## src/rtl/shift_issue_stage_if.sv

```systemverilog
// Request/issue bundle between the upstream producer, shift_issue_stage and the shifter.
// master = producer/consumer side, slave = the issue stage itself.
interface shift_issue_stage_if #(
  parameter int WIDTH = 64,
  parameter int SHW   = $clog2(WIDTH),
  parameter int DEPTH = 2
);
  localparam int OCW = $clog2(DEPTH + 2);

  logic             req_valid;
  logic             req_ready;
  logic [WIDTH-1:0] req_data;
  logic [SHW-1:0]   req_amt;
  logic [1:0]       req_op;

  logic             shf_valid;
  logic             shf_ready;
  logic [WIDTH-1:0] shf_in;
  logic [SHW-1:0]   shf_amt;
  logic             shf_rev;
  logic             shf_sign;

  logic             op_err;
  logic [OCW-1:0]   occupancy;

  modport master (
    output req_valid, req_data, req_amt, req_op, shf_ready,
    input  req_ready, shf_valid, shf_in, shf_amt, shf_rev, shf_sign, op_err, occupancy
  );

  modport slave (
    input  req_valid, req_data, req_amt, req_op, shf_ready,
    output req_ready, shf_valid, shf_in, shf_amt, shf_rev, shf_sign, op_err, occupancy
  );
endinterface

```

## src/rtl/shift_issue_stage.sv

```systemverilog
// Issue stage for the left-logical barrel shifter: decodes SLL/SRL/SRA into left-shift form.
// Optional SHIFT_ISSUE_STATS_EN adds accept and stall counters.

// Generic circular FIFO, pointers wrap modulo DEPTH.
// Latency: push visible at head the cycle after the write edge.
// Backpressure: full/empty flags only; caller must not push when full or pop when empty.
module shift_issue_fifo #(
  parameter int W     = 8,
  parameter int DEPTH = 2
) (
  input  logic                       clk,
  input  logic                       rst,
  input  logic                       push,
  input  logic [W-1:0]               push_dat,
  input  logic                       pop,
  output logic [W-1:0]               pop_dat,
  output logic                       full,
  output logic                       empty,
  output logic [$clog2(DEPTH+1)-1:0] count
);
  localparam int PW = (DEPTH > 1) ? $clog2(DEPTH) : 1;
  localparam int CW = $clog2(DEPTH + 1);

  logic [W-1:0]  mem [DEPTH];
  logic [PW-1:0] wr_ptr;
  logic [PW-1:0] rd_ptr;
  logic [CW-1:0] cnt;

  always_ff @(posedge clk or posedge rst) begin
    if (rst) begin
      wr_ptr <= '0;
      rd_ptr <= '0;
      cnt    <= '0;
    end else begin
      if (push) wr_ptr <= (wr_ptr == PW'(DEPTH - 1)) ? '0 : wr_ptr + 1'b1;
      if (pop)  rd_ptr <= (rd_ptr == PW'(DEPTH - 1)) ? '0 : rd_ptr + 1'b1;
      case ({push, pop})
        2'b10:   cnt <= cnt + 1'b1;
        2'b01:   cnt <= cnt - 1'b1;
        default: cnt <= cnt;
      endcase
    end
  end

  always_ff @(posedge clk) begin
    if (push) mem[wr_ptr] <= push_dat;
  end

  assign pop_dat = mem[rd_ptr];
  assign full    = (cnt == CW'(DEPTH));
  assign empty   = (cnt == '0);
  assign count   = cnt;
endmodule

// Converts shift requests to left-shift form and presents them from an output register.
// Latency: 1 cycle accept-to-issue when empty; one request per cycle sustained.
// Backpressure: req_ready = FIFO not full, registered only (no path from shf_ready).
module shift_issue_stage #(
  parameter int WIDTH = 64,
  parameter int SHW   = $clog2(WIDTH),
  parameter int DEPTH = 2
) (
  input  logic                 clk,
  input  logic                 rst,
  shift_issue_stage_if.slave   bus
`ifdef SHIFT_ISSUE_STATS_EN
  ,
  output logic [31:0]          stat_accepts,
  output logic [31:0]          stat_stalls
`endif
);
  localparam int OCW = $clog2(DEPTH + 2);
  localparam int CW  = $clog2(DEPTH + 1);

  typedef struct packed {
    logic [WIDTH-1:0] data;
    logic [SHW-1:0]   amt;
    logic             rev;
    logic             sign;
  } entry_t;

  localparam int EW = $bits(entry_t);

  function automatic logic [WIDTH-1:0] bitrev(input logic [WIDTH-1:0] x);
    logic [WIDTH-1:0] r;
    for (int i = 0; i < WIDTH; i++) r[i] = x[WIDTH-1-i];
    return r;
  endfunction

  entry_t        dec;
  entry_t        head;
  entry_t        out_q;
  logic          out_vld;
  logic          op_err_q;
  logic          fifo_full;
  logic          fifo_empty;
  logic [CW-1:0] fifo_cnt;
  logic          accept;
  logic          issue;
  logic          load;
  logic          push;
  logic          pop;
  logic          bypass;

  assign accept = bus.req_valid && !fifo_full;
  assign issue  = out_vld && bus.shf_ready;
  assign load   = !out_vld || issue;
  assign pop    = load && !fifo_empty;
  // Bypass only when nothing is queued, so ordering stays strict FIFO.
  assign bypass = accept && load && fifo_empty;
  assign push   = accept && !bypass;

  always_comb begin
    dec.data = bus.req_data;
    dec.amt  = bus.req_amt;
    dec.rev  = 1'b0;
    dec.sign = 1'b0;
    case (bus.req_op)
      2'b01: begin
        dec.data = bitrev(bus.req_data);
        dec.rev  = 1'b1;
      end
      2'b10: begin
        dec.data = bitrev(bus.req_data);
        dec.rev  = 1'b1;
        dec.sign = bus.req_data[WIDTH-1];
      end
      default: ;
    endcase
  end

  shift_issue_fifo #(.W(EW), .DEPTH(DEPTH)) u_fifo (
    .clk      (clk),
    .rst      (rst),
    .push     (push),
    .push_dat (dec),
    .pop      (pop),
    .pop_dat  (head),
    .full     (fifo_full),
    .empty    (fifo_empty),
    .count    (fifo_cnt)
  );

  always_ff @(posedge clk or posedge rst) begin
    if (rst) begin
      out_vld  <= 1'b0;
      out_q    <= '0;
      op_err_q <= 1'b0;
    end else begin
      if (load) begin
        if (!fifo_empty) begin
          out_vld <= 1'b1;
          out_q   <= head;
        end else if (accept) begin
          out_vld <= 1'b1;
          out_q   <= dec;
        end else begin
          out_vld <= 1'b0;
        end
      end
      op_err_q <= accept && (bus.req_op == 2'b11);
    end
  end

  assign bus.req_ready = !fifo_full;
  assign bus.shf_valid = out_vld;
  assign bus.shf_in    = out_q.data;
  assign bus.shf_amt   = out_q.amt;
  assign bus.shf_rev   = out_q.rev;
  assign bus.shf_sign  = out_q.sign;
  assign bus.op_err    = op_err_q;
  assign bus.occupancy = OCW'(fifo_cnt) + OCW'(out_vld);

`ifdef SHIFT_ISSUE_STATS_EN
  always_ff @(posedge clk or posedge rst) begin
    if (rst) begin
      stat_accepts <= '0;
      stat_stalls  <= '0;
    end else begin
      if (accept)              stat_accepts <= stat_accepts + 1'b1;
      if (out_vld && !bus.shf_ready) stat_stalls <= stat_stalls + 1'b1;
    end
  end
`endif
endmodule

```

## src/flat_wrapper.sv

```systemverilog
// flat-port wrapper written by rule: the top's interface ports become plain ports
module shift_issue_stage_flat 
#(
  parameter int WIDTH = 64,
  parameter int SHW   = $clog2(WIDTH),
  parameter int DEPTH = 2
)
  (clk, rst, bus_req_valid, bus_req_data, bus_req_amt, bus_req_op, bus_shf_ready, bus_req_ready, bus_shf_valid, bus_shf_in, bus_shf_amt, bus_shf_rev, bus_shf_sign, bus_op_err, bus_occupancy);
  shift_issue_stage_if #(.WIDTH(WIDTH), .SHW(SHW), .DEPTH(DEPTH)) bus_i ();
  input  logic clk;
  input  logic rst;
  input wire logic [$bits(bus_i.req_valid)-1:0] bus_req_valid;
  input wire logic [$bits(bus_i.req_data)-1:0] bus_req_data;
  input wire logic [$bits(bus_i.req_amt)-1:0] bus_req_amt;
  input wire logic [$bits(bus_i.req_op)-1:0] bus_req_op;
  input wire logic [$bits(bus_i.shf_ready)-1:0] bus_shf_ready;
  output wire logic [$bits(bus_i.req_ready)-1:0] bus_req_ready;
  output wire logic [$bits(bus_i.shf_valid)-1:0] bus_shf_valid;
  output wire logic [$bits(bus_i.shf_in)-1:0] bus_shf_in;
  output wire logic [$bits(bus_i.shf_amt)-1:0] bus_shf_amt;
  output wire logic [$bits(bus_i.shf_rev)-1:0] bus_shf_rev;
  output wire logic [$bits(bus_i.shf_sign)-1:0] bus_shf_sign;
  output wire logic [$bits(bus_i.op_err)-1:0] bus_op_err;
  output wire logic [$bits(bus_i.occupancy)-1:0] bus_occupancy;
  assign bus_i.req_valid = bus_req_valid;
  assign bus_i.req_data = bus_req_data;
  assign bus_i.req_amt = bus_req_amt;
  assign bus_i.req_op = bus_req_op;
  assign bus_i.shf_ready = bus_shf_ready;
  assign bus_req_ready = bus_i.req_ready;
  assign bus_shf_valid = bus_i.shf_valid;
  assign bus_shf_in = bus_i.shf_in;
  assign bus_shf_amt = bus_i.shf_amt;
  assign bus_shf_rev = bus_i.shf_rev;
  assign bus_shf_sign = bus_i.shf_sign;
  assign bus_op_err = bus_i.op_err;
  assign bus_occupancy = bus_i.occupancy;
  shift_issue_stage #(.WIDTH(WIDTH), .SHW(SHW), .DEPTH(DEPTH)) u_core (.clk(clk), .rst(rst), .bus(bus_i));
endmodule
```

## config.mk

```make
export PLATFORM = sky130hd
export DESIGN_NAME = shift_issue_stage_flat
export DESIGN_NICKNAME = d
export VERILOG_FILES = /design/src/rtl/shift_issue_stage_if.sv /design/src/rtl/shift_issue_stage.sv /design/src/flat_wrapper.sv
export SDC_FILE = /design/constraint.sdc
export NUM_CORES = 1
export LEC_CHECK = 0
export ABC_AREA = 1
export ABC_CLOCK_PERIOD_IN_PS = 4900
export CAP_MARGIN = 20
export CORE_UTILIZATION = 54
export DETAILED_ROUTE_END_ITERATION = 10
export GPL_ROUTABILITY_DRIVEN = 0
export PLACE_DENSITY = 0.8
export SLEW_MARGIN = 40
export SYNTH_ARGS = -nofsm -noshare
export SYNTH_HDL_FRONTEND = slang
export SYNTH_SLANG_ARGS = --single-unit
```

## constraint.sdc

```tcl
create_clock -name clk -period 4.9 [get_ports clk]
set_clock_uncertainty 0.05 [all_clocks]
set_input_delay 0.98 -clock clk [delete_from_list [all_inputs] [get_ports clk]]
set_output_delay 0.98 -clock clk [all_outputs]
set_load 0.05 [all_outputs]
```

**Yosys cells after proc, flatten, opt, wreduce, memory -nomap -nowiden**

Memories as Yosys holds them, arrays and structs flattened.
Index checks and enable logic that the tools add are counted.

- Add/subtract/negate cells: 5
- $mul: 0
- Divide/modulo/power cells: 0
- Magnitude comparators: 0
- Eq/ne operators: 7
- Shift operators: 0
- Multiplexer cells: 12
- Bitwise operators: 0
- Reductions and logical operators: 16

Operators by type and width:

| kind | count |
|---|---|
| two-way mux 72 bit | 2 |
| two-way mux 64 bit | 1 |
| equality test 2 bit, second input constant | 4 |
| two-way mux 1 bit | 8 |
| logical AND 1 bit | 7 |
| equality test 2 x 1 -> 1 bit, second input constant | 2 |
| zero test 1 bit | 4 |
| case mux 2 bit (2 select lines) | 1 |
| adder 1 bit, second input constant | 2 |
| adder 2 x 1 -> 2 bit | 1 |
| adder 2 x 1 -> 2 bit, second input constant | 1 |
| zero test 2 bit | 1 |
| inequality test 2 bit, second input constant | 1 |
| AND reduction 2 bit | 1 |
| nonzero test 2 bit | 1 |
| OR reduction 2 bit | 1 |
| subtractor 2 x 1 -> 2 bit, second input constant | 1 |
| logical OR 1 bit | 1 |

- Register bits: 78
- Bits in latches: 0
- Memory bits (writable): 144
- ROM bits: 0
- Input port bits: 76
- Output and inout bits: 77
- Logic and storage cells: 50
- Memories: 1

Memory list:

| memory | words | width | read ports | clocked after Yosys merged registers in | write ports | line | source |
|---|---|---|---|---|---|---|---|
| u_core.u_fifo.mem | 2 | 72 | 1 | 0 | 1 | shift_issue_stage.sv:24 | `logic [W-1:0] mem [DEPTH];` |

**Depth between registers and ports, before layout**

Gate-level depths: netlist of run 1.

- Depth in word-level cells: 9
- Depth in mapped cells: 10
- Mapped depth without buffers: 9

**Modules after synthesis**

A second synthesis of run 1 with hierarchy kept.

- Cells, all modules: 1,230
- Area total of the unflattened synthesis: 10,586.4 um2

By module, submodules not included:

| module | instances | cells each | area each (um2) |
|---|---|---|---|
| shift_issue_fifo | 1 | 401 | 5,567.8 |
| shift_issue_stage | 1 | 829 | 5,018.6 |

**Worst setup path after synthesis of run 1**

OpenSTA, ideal clock, no wires.

- Path kind: input-to-reg
- Start: in bus_shf_ready
- End: mem u_core.u_fifo.mem[1][0] in the netlist's numbering (enable)
- Setup time: 0.503 ns
- Arrival: 4.385 ns
- Required time: 4.347 ns
- Setup slack: -0.038 ns
- Cell stages on the path: 5
- Cells stage by stage: inv_1 nand2_1 nand2_1 nand3_1 nor2_1

- Cells in the longest elaborated chain, start to end: 8

RTL lines:

| element | line | source |
|---|---|---|
| start: declaration | flat_wrapper.sv:16 | `input wire logic [$bits(bus_i.shf_ready)-1:0] bus_shf_ready;` |
| logical AND 1 bit | shift_issue_stage.sv:106 | `assign issue = out_vld && bus.shf_ready;` |
| logical OR 1 bit | shift_issue_stage.sv:107 | `assign load = !out_vld \|\| issue;` |
| logical AND 1 bit (2 in series) | shift_issue_stage.sv:110 | `assign bypass = accept && load && fifo_empty;` |
| zero test 1 bit | shift_issue_stage.sv:111 | `assign push = accept && !bypass;` |
| logical AND 1 bit | shift_issue_stage.sv:111 |  |
| two-way mux 1 bit | shift_issue_stage.sv:46 | `if (push) mem[wr_ptr] <= push_dat;` |
| two-way mux 1 bit (not written as such) | shift_issue_stage.sv:46 |  |
| end: declaration | shift_issue_stage.sv:24 |  |

No other way between the ends.

**Final worst setup path of run 1**

- Start: reg u_core.u_fifo.cnt[0] (netlist: u_core.u_fifo.count[0])
- End: out bus_occupancy[1]

- Cells in the longest elaborated chain, start to end: 1

RTL lines:

| element | line | source |
|---|---|---|
| start: declaration | shift_issue_stage.sv:27 | `logic [CW-1:0] cnt;` |
| start signal: assignment | shift_issue_stage.sv:38 | `2'b10: cnt <= cnt + 1'b1;` |
| start signal: assignment | shift_issue_stage.sv:39 | `2'b01: cnt <= cnt - 1'b1;` |
| start signal: assignment | shift_issue_stage.sv:40 | `default: cnt <= cnt;` |
| adder 2 x 1 -> 2 bit | shift_issue_stage.sv:172 | `assign bus.occupancy = OCW'(fifo_cnt) + OCW'(out_vld);` |
| end: declaration | flat_wrapper.sv:24 | `output wire logic [$bits(bus_i.occupancy)-1:0] bus_occupancy;` |

No other way between the ends.

==> run_results.csv, run 1 <==
group,metric,value,unit
timing,fin_crit_sh,0.646,
logic_synthesis,syn_inst,1136,
global_routing,grt_pass1_wl,39000,microns
logic_synthesis,syn_area,0.0102,sq mm
die,rows,49,
worst_setup_path,startpoint_type,"flop",
layout,final_cell_count_no_fill,1512,
logic_synthesis,async_reset_ff_frac,0.351,
routing,vias_per_cell,5.33,
cts,cts_tree,"built",
placement,portBuffers,152,
pwr,switching_share,0.436,
pwr,p_total,8730,uW
routing,drt_iter0_drc,541,
cts,clk_pin_slew,0.06,ns
timing,hold_viol_final,0,
pwr,seqPwrFrac,0.339,
outcome,status,"finished clean",
logic_synthesis,syn-num-nets,1216,
logic_synthesis,synth_flop_cell,"edfxtp_1",
pwr,peakVddDrop,632,uV
routing,wl_per_cell,16.1,microns
die,die_w,139,microns
timing,grt_setup_unrepaired,"false",
timing,setup_viol,0,
routing,dr_wl_met2,12000,microns
routing,wl_met1,10100,microns
placement,dpl.hpwl,14100,microns
timing,worst_pin_slew,0.853,ns
cts,postCtsSetupBuffers,0,
routing,dr_wl_met3,1780,microns
layout,syn_to_final_growth,23.3,%
die,fp.coreArea,0.0182,sq mm
pwr,power.share.combinational,0.466,
pwr,p_leak,0.00577,uW
worst_setup_path,path_max_fanout,5,
global_routing,grt_use_total,0.253,
layout,layout-drive-gt1-share,0.0499,
cts,root_buffer,"clkbuf_16",
die,dieArea,0.0194,sq mm
cts,hold_buffers,0,
die,dieHeight,139,microns
routing,drcViolationCount,0,
die,pin_count,153,
worst_setup_path,end_kind,"output pin",
pwr,p_switching,3810,uW
run,cap_violations,0,
logic_synthesis,synth_edf_count,144,
logic_synthesis,synth_top_area_frac,0.425,
layout,fin_nets,1347,
worst_setup_path,crit_arrival,2.13,ns
global_routing,globalRoute.totalOverflow,0,
logic_synthesis,synth_top_area_cell,"edfxtp_1",
routing,wirelength,24400,microns
logic_synthesis,synth_most_common_cell,"nand2_1",
timing,max_freq,0.316,GHz
timing,relSlewSlack,0.432,
logic_synthesis,yosysWarnings,0,
timing,fin_setup_tns,0,ns
pwr,intPower,4920,uW
cts,cts_buffers,23,
worst_setup_path,critical_path_required,3.87,ns
layout,insertedDiodeCount,0,
pwr,p_per_area,696,mW/mm^2
cts,cts_resized,0,
cts,clk_latency,0.51,ns
global_routing,antenna_found_initial,0,
global_routing,grt_pass1_vias,8058,
pwr,clkPwrFrac,0.195,
placement,dp.cells,1470,
routing,ant_nets,0,
logic_synthesis,synth_area_leaders,"edfxtp_1 (42%), nand2_1 (23%), dfrtp_1 (19%)",
routing,top_layer,"met4",
logic_synthesis,ys_types,22,
timing,maxSlewViolCount,0,
routing,firstDrtPassIters,6,
timing,period_minus_slack,3.16,ns
logic_synthesis,ys_ff_latch,222,
cts,htree_levels,1,
cts,numClockSinks,222,
min_path,min_path_type,"reg -> reg",
global_routing,grt_start_max_net_pins,75,
routing,num_vias,8064,
cts,cts_buffer_depth,3,
worst_setup_path,crit_type,"reg -> out",
die,start_util,0.559,
logic_synthesis,yosys-top-cells-count,"nand2_1 (612), edfxtp_1 (144), nand3_1 (138)",
logic_synthesis,syn_avg_cell_area,8.96,sq um
logic_synthesis,ys_seq_area_frac,0.616,
-- path summary, 6_finish.rpt --
| kind | start | end | slack (ns) | cells after the start |
|---|---|---|---|---|
| min | u_core.bus.shf_in[31]$_DFFE_PP0P_ | u_core.bus.shf_in[31]$_DFFE_PP0P_ | 0.43 | 2 |
| max reg2reg | u_core.u_fifo.count[0]$_DFFE_PP0P_ | u_core.u_fifo.mem[1][54]$_DFFE_PP_ | 2.66 | 5 |
| max | u_core.u_fifo.count[0]$_DFFE_PP0P_ | bus_occupancy[1] | 1.74 | 3 |
| min reg2reg | u_core.bus.shf_in[31]$_DFFE_PP0P_ | u_core.bus.shf_in[31]$_DFFE_PP0P_ | 0.43 | 2 |
| max in group asynchronous | rst | u_core.bus.shf_in[25]$_DFFE_PP0P_ | 3.22 | 3 |
| min in group asynchronous | rst | u_core.bus.shf_in[10]$_DFFE_PP0P_ | 0.83 | 2 |
-- final cells by class --
class	instances	area (sq um)
flip-flops and latches	222	6280
fillers	1377	5660
multi-input cells	796	3340
repair buffers	165	1680
clock buffers	32	659
well taps	229	287
inverters	59	229
clock inverters	9	73.8
-- cells by family (layout without fill, tap and decap cells) --
group                      after synthesis  count (layout)  synth area share
and+or+nand+nor                        786             786             0.315
AOI/OAI and AO/OA                        2               2           0.00320
xor gates and xnor gates                 4               4           0.00344
adders and majority gates                4               4           0.00492
buffers and inverters                  118             265            0.0570
DFF                                    222             222             0.616
-- sequential cells by signal (all words and copies together), names as in the netlist --
register / flops
u_core.bus.op_err: 1
u_core.bus.shf_amt: 6
u_core.bus.shf_in: 64
u_core.bus.shf_rev: 1
u_core.bus.shf_sign: 1
u_core.bus.shf_valid: 1
u_core.u_fifo.count: 2
u_core.u_fifo.mem: 144
u_core.u_fifo.rd_ptr: 1
u_core.u_fifo.wr_ptr: 1
-- metrics by stage --
stage / utilization / cell area [sq um] / setup WS, ns / hold WS, ns
floorplan: - / 10200 / 1.16 / 0.392
global placement: 0.646 / 11800 / 1.62 / 0.411
detailed placement: 0.647 / 11800 / 1.57 / 0.414
CTS: 0.688 / 12500 / 1.71 / 0.430
global route: 0.689 / 12600 / 1.66 / 0.446
finish: 0.689 / 12600 / 1.74 / 0.426
-- worst max-delay path, cell delays in order (launching register included) --
cell and delay (ns):
dfrtp_1 0.47, ha_1 0.20, xor2_1 0.15, clkdlybuf4s50_1 0.82
-- placed cells by master, fill, tap and decap left out, types with 2 or more instances in the layout --
cell	Yosys	layout
buf_12	0	4
and2_1	30	30
inv_2	4	5
xor2_1	3	3
nor2_4	0	2
buf_4	12	6
clkbuf_1	3	4
edfxtp_1	144	144
nand3_1	138	138
clkinv_2	0	7
buf_6	7	2
clkbuf_8	0	5
inv_1	55	52
dfrtp_1	78	77
clkbuf_16	0	23
ha_1	4	3
nand2_1	612	612
clkdlybuf4s50_1	0	152
-- layer usage --
layer  global-route usage  up-vias
met5                    0        -
met1                0.321     3799
li1                     -     3893
met4               0.0860        0
met3               0.0341       39
met2                0.446      333
-- power by group through the flow --
stage	logic (uW)	registers, uW	clock network (uW)
final	4070	2960	1700
after global routing	4410	3010	1790
after CTS	4070	2960	1710
after detailed placement	4040	2990	0
after global placement	3960	2970	0
after floorplan	1840	3980	0
No activity file was read; power rests on OpenSTA's default activity.
==> run 2, diff against run 1 <==
--- a/config.mk
+++ b/config.mk
@@ -6,12 +6,12 @@
 export NUM_CORES = 1
 export LEC_CHECK = 0
 export ABC_AREA = 1
-export ABC_CLOCK_PERIOD_IN_PS = 4900
+export ABC_CLOCK_PERIOD_IN_PS = 2700
 export CAP_MARGIN = 20
-export CORE_UTILIZATION = 54
+export CORE_UTILIZATION = 49
 export DETAILED_ROUTE_END_ITERATION = 10
 export GPL_ROUTABILITY_DRIVEN = 0
-export PLACE_DENSITY = 0.8
+export PLACE_DENSITY = 0.76
 export SLEW_MARGIN = 40
 export SYNTH_ARGS = -nofsm -noshare
 export SYNTH_HDL_FRONTEND = slang
==> constraint.sdc (replaced) <==
create_clock -name clk -period 2.7 [get_ports clk]
set_clock_uncertainty 0.05 [all_clocks]
set_input_delay 0.54 -clock clk [delete_from_list [all_inputs] [get_ports clk]]
set_output_delay 0.54 -clock clk [all_outputs]
set_load 0.05 [all_outputs]
==> run_results.csv, run 2 (synthesis results as in run 1) <==
group,metric,value,unit
outcome,status,"finished clean",
timing,grt_setup_unrepaired,"false",
layout,seq_area,0.00628,sq mm
global_routing,grt_start_max_net_pins,73,
routing,firstDrtPassIters,5,
cts,postCtsSetupBuffers,0,
die,start_util,0.502,
timing,period_minus_slack,2.65,ns
layout,syn_to_final_growth,25.1,%
timing,hold_viol_final,0,
worst_setup_path,crit_family,"buffers and inverters",
layout,top_register,"u_core.u_fifo.mem",
die,die_w,146,microns
worst_setup_path,reg2reg_slack,0.74,ns
global_routing,globalRoute.totalOverflow,0,
global_routing,grt_use_total,0.231,
layout,fin_nets,1354,
die,dieArea,0.0214,sq mm
cts,clk_latency,0.50,ns
run,cap_violations,0,
worst_setup_path,worst_path_max_delay_cell,"clkdlybuf4s50_1",
placement,portBuffers,152,
pwr,p_total,15900,uW
cts,cts_buffer_depth,3,
global_routing,grt_pass1_wl,39500,microns
cts,cts_tree,"built",
timing,fin_crit_sh,0.980,
pwr,peakVddDrop,1030,uV
worst_setup_path,crit_type,"reg -> out",
layout,final_cell_count_no_fill,1561,
cts,cts_resized,1,
worst_setup_path,startpoint_type,"flop",
layout,insertedDiodeCount,0,
worst_setup_path,critical_path_required,2.11,ns
cts,hold_buffers,0,
worst_setup_path,path_buf_inv,1,
layout,final_util,0.627,
worst_setup_path,end_kind,"output pin",
routing,num_vias,7985,
layout,largest_reg_flops,144,
layout,final_common_cell,"nand2_1",
layout,mostFrequentLayoutCells,"nand2_1 (612), clkdlybuf4s50_1 (151), edfxtp_1 (144)",
layout,layout-drive-gt1-share,0.0542,
worst_setup_path,path_cells,"ha_1, clkdlybuf4s50_1",
routing,vias_per_cell,5.12,
cts,numClockSinks,222,
timing,hold_ws,0.334,ns
worst_setup_path,max_stage_delay,0.79,ns
cts,cts_buffers,23,
worst_setup_path,worstSetupPathDepth,2,
die,dieHeight,146,microns
cts,root_buffer,"clkbuf_16",
layout,nFillCells,1658,
die,pin_count,153,
worst_setup_path,reg2reg_depth,5,
routing,wl_per_cell,15.6,microns
layout,multiInputGateArea,0.00334,sq mm
cts,clk_pin_slew,0.06,ns
worst_setup_path,crit_arrival,2.06,ns
timing,fin_setup_tns,0,ns
timing,setup_viol,0,
timing,maxSlewViolCount,0,
routing,wirelength,24300,microns
global_routing,grt_pass1_vias,7939,
die,fp.coreArea,0.0203,sq mm
routing,drt_iter0_drc,657,
routing,ant_nets,0,
placement,dpl.hpwl,15300,microns
pwr,p_per_area,1250,mW/mm^2
min_path,min_path_type,"in -> async",
timing,worst_pin_slew,0.843,ns
global_routing,antenna_found_initial,0,
die,rows,52,
routing,drcViolationCount,0,
worst_setup_path,path_max_fanout,5,
placement,dp.cells,1519,
pwr,p_leak,0.00581,uW
timing,max_freq,0.378,GHz
timing,relSlewSlack,0.438,
cts,htree_levels,1,
==> run 2: changes by cell type in the layout (fill, tap and decap cells not counted), sizes merged <==
| cell | previous run | this run |
|---|---|---|
| buf | 13 | 20 |
| clkinvlp | 0 | 5 |
| clkbuf | 32 | 30 |
| clkdlybuf4s50 | 152 | 151 |
| clkinv | 8 | 7 |
| dlygate4sd2 | 0 | 1 |
| inv | 59 | 58 |
==> run 2: path summary, 6_finish.rpt <==
path	to	startpoint
worst max-delay path	bus_occupancy[0]	u_core.u_fifo.count[0]$_DFFE_PP0P_
worst min-delay path	u_core.bus.shf_in[61]$_DFFE_PP0P_	rst
worst max register to register	u_core.u_fifo.mem[0][9]$_DFFE_PP_	u_core.u_fifo.count[1]$_DFFE_PP0P_
worst min register to register	u_core.bus.shf_in[28]$_DFFE_PP0P_	u_core.bus.shf_in[28]$_DFFE_PP0P_
max in group asynchronous	u_core.bus.shf_in[49]$_DFFE_PP0P_	rst
min in group clk	u_core.bus.shf_in[28]$_DFFE_PP0P_	u_core.bus.shf_in[28]$_DFFE_PP0P_
==> run 2: layout make-up <==
type | count | share of cell area
clock buffers | 30 | 0.0497
repair buffers | 172 | 0.143
multi-input cells | 796 | 0.262
clock inverters | 12 | 0.00796
inverters | 59 | 0.0178
well taps | 270 | 0.0265
flip-flops and latches | 222 | 0.493
==> run 2: metal layers <==
| metal | track usage | part of all wire |
|---|---|---|
| met5 | 0 | 0 |
| met4 | 0.0766 | 0.025 |
| met3 | 0.0288 | 0.054 |
| met2 | 0.408 | 0.51 |
| met1 | 0.295 | 0.41 |
==> run 2: through the flow <==
step / setup slack [ns] / cell area [sq um]
6_report: 0.0547 / 12700
5_1_grt: 0.00316 / 12700
4_1_cts: 0.0281 / 12700
3_5_place_dp: 0.254 / 12000
3_3_place_gp: 0.299 / 12000
2_1_floorplan: 0.00230 / 10200
==> run 2: power breakdown <==
| group | leakage, uW | switching [uW] | total, uW | internal [uW] |
|---|---|---|---|---|
| Sequential | 0.00228 | 468 | 5350 | 4880 |
| Combinational | 0.00318 | 5160 | 7480 | 2320 |
| Clock | 0.000349 | 1270 | 3030 | 1760 |
| Total | 0.00581 | 6900 | 15900 | 8960 |
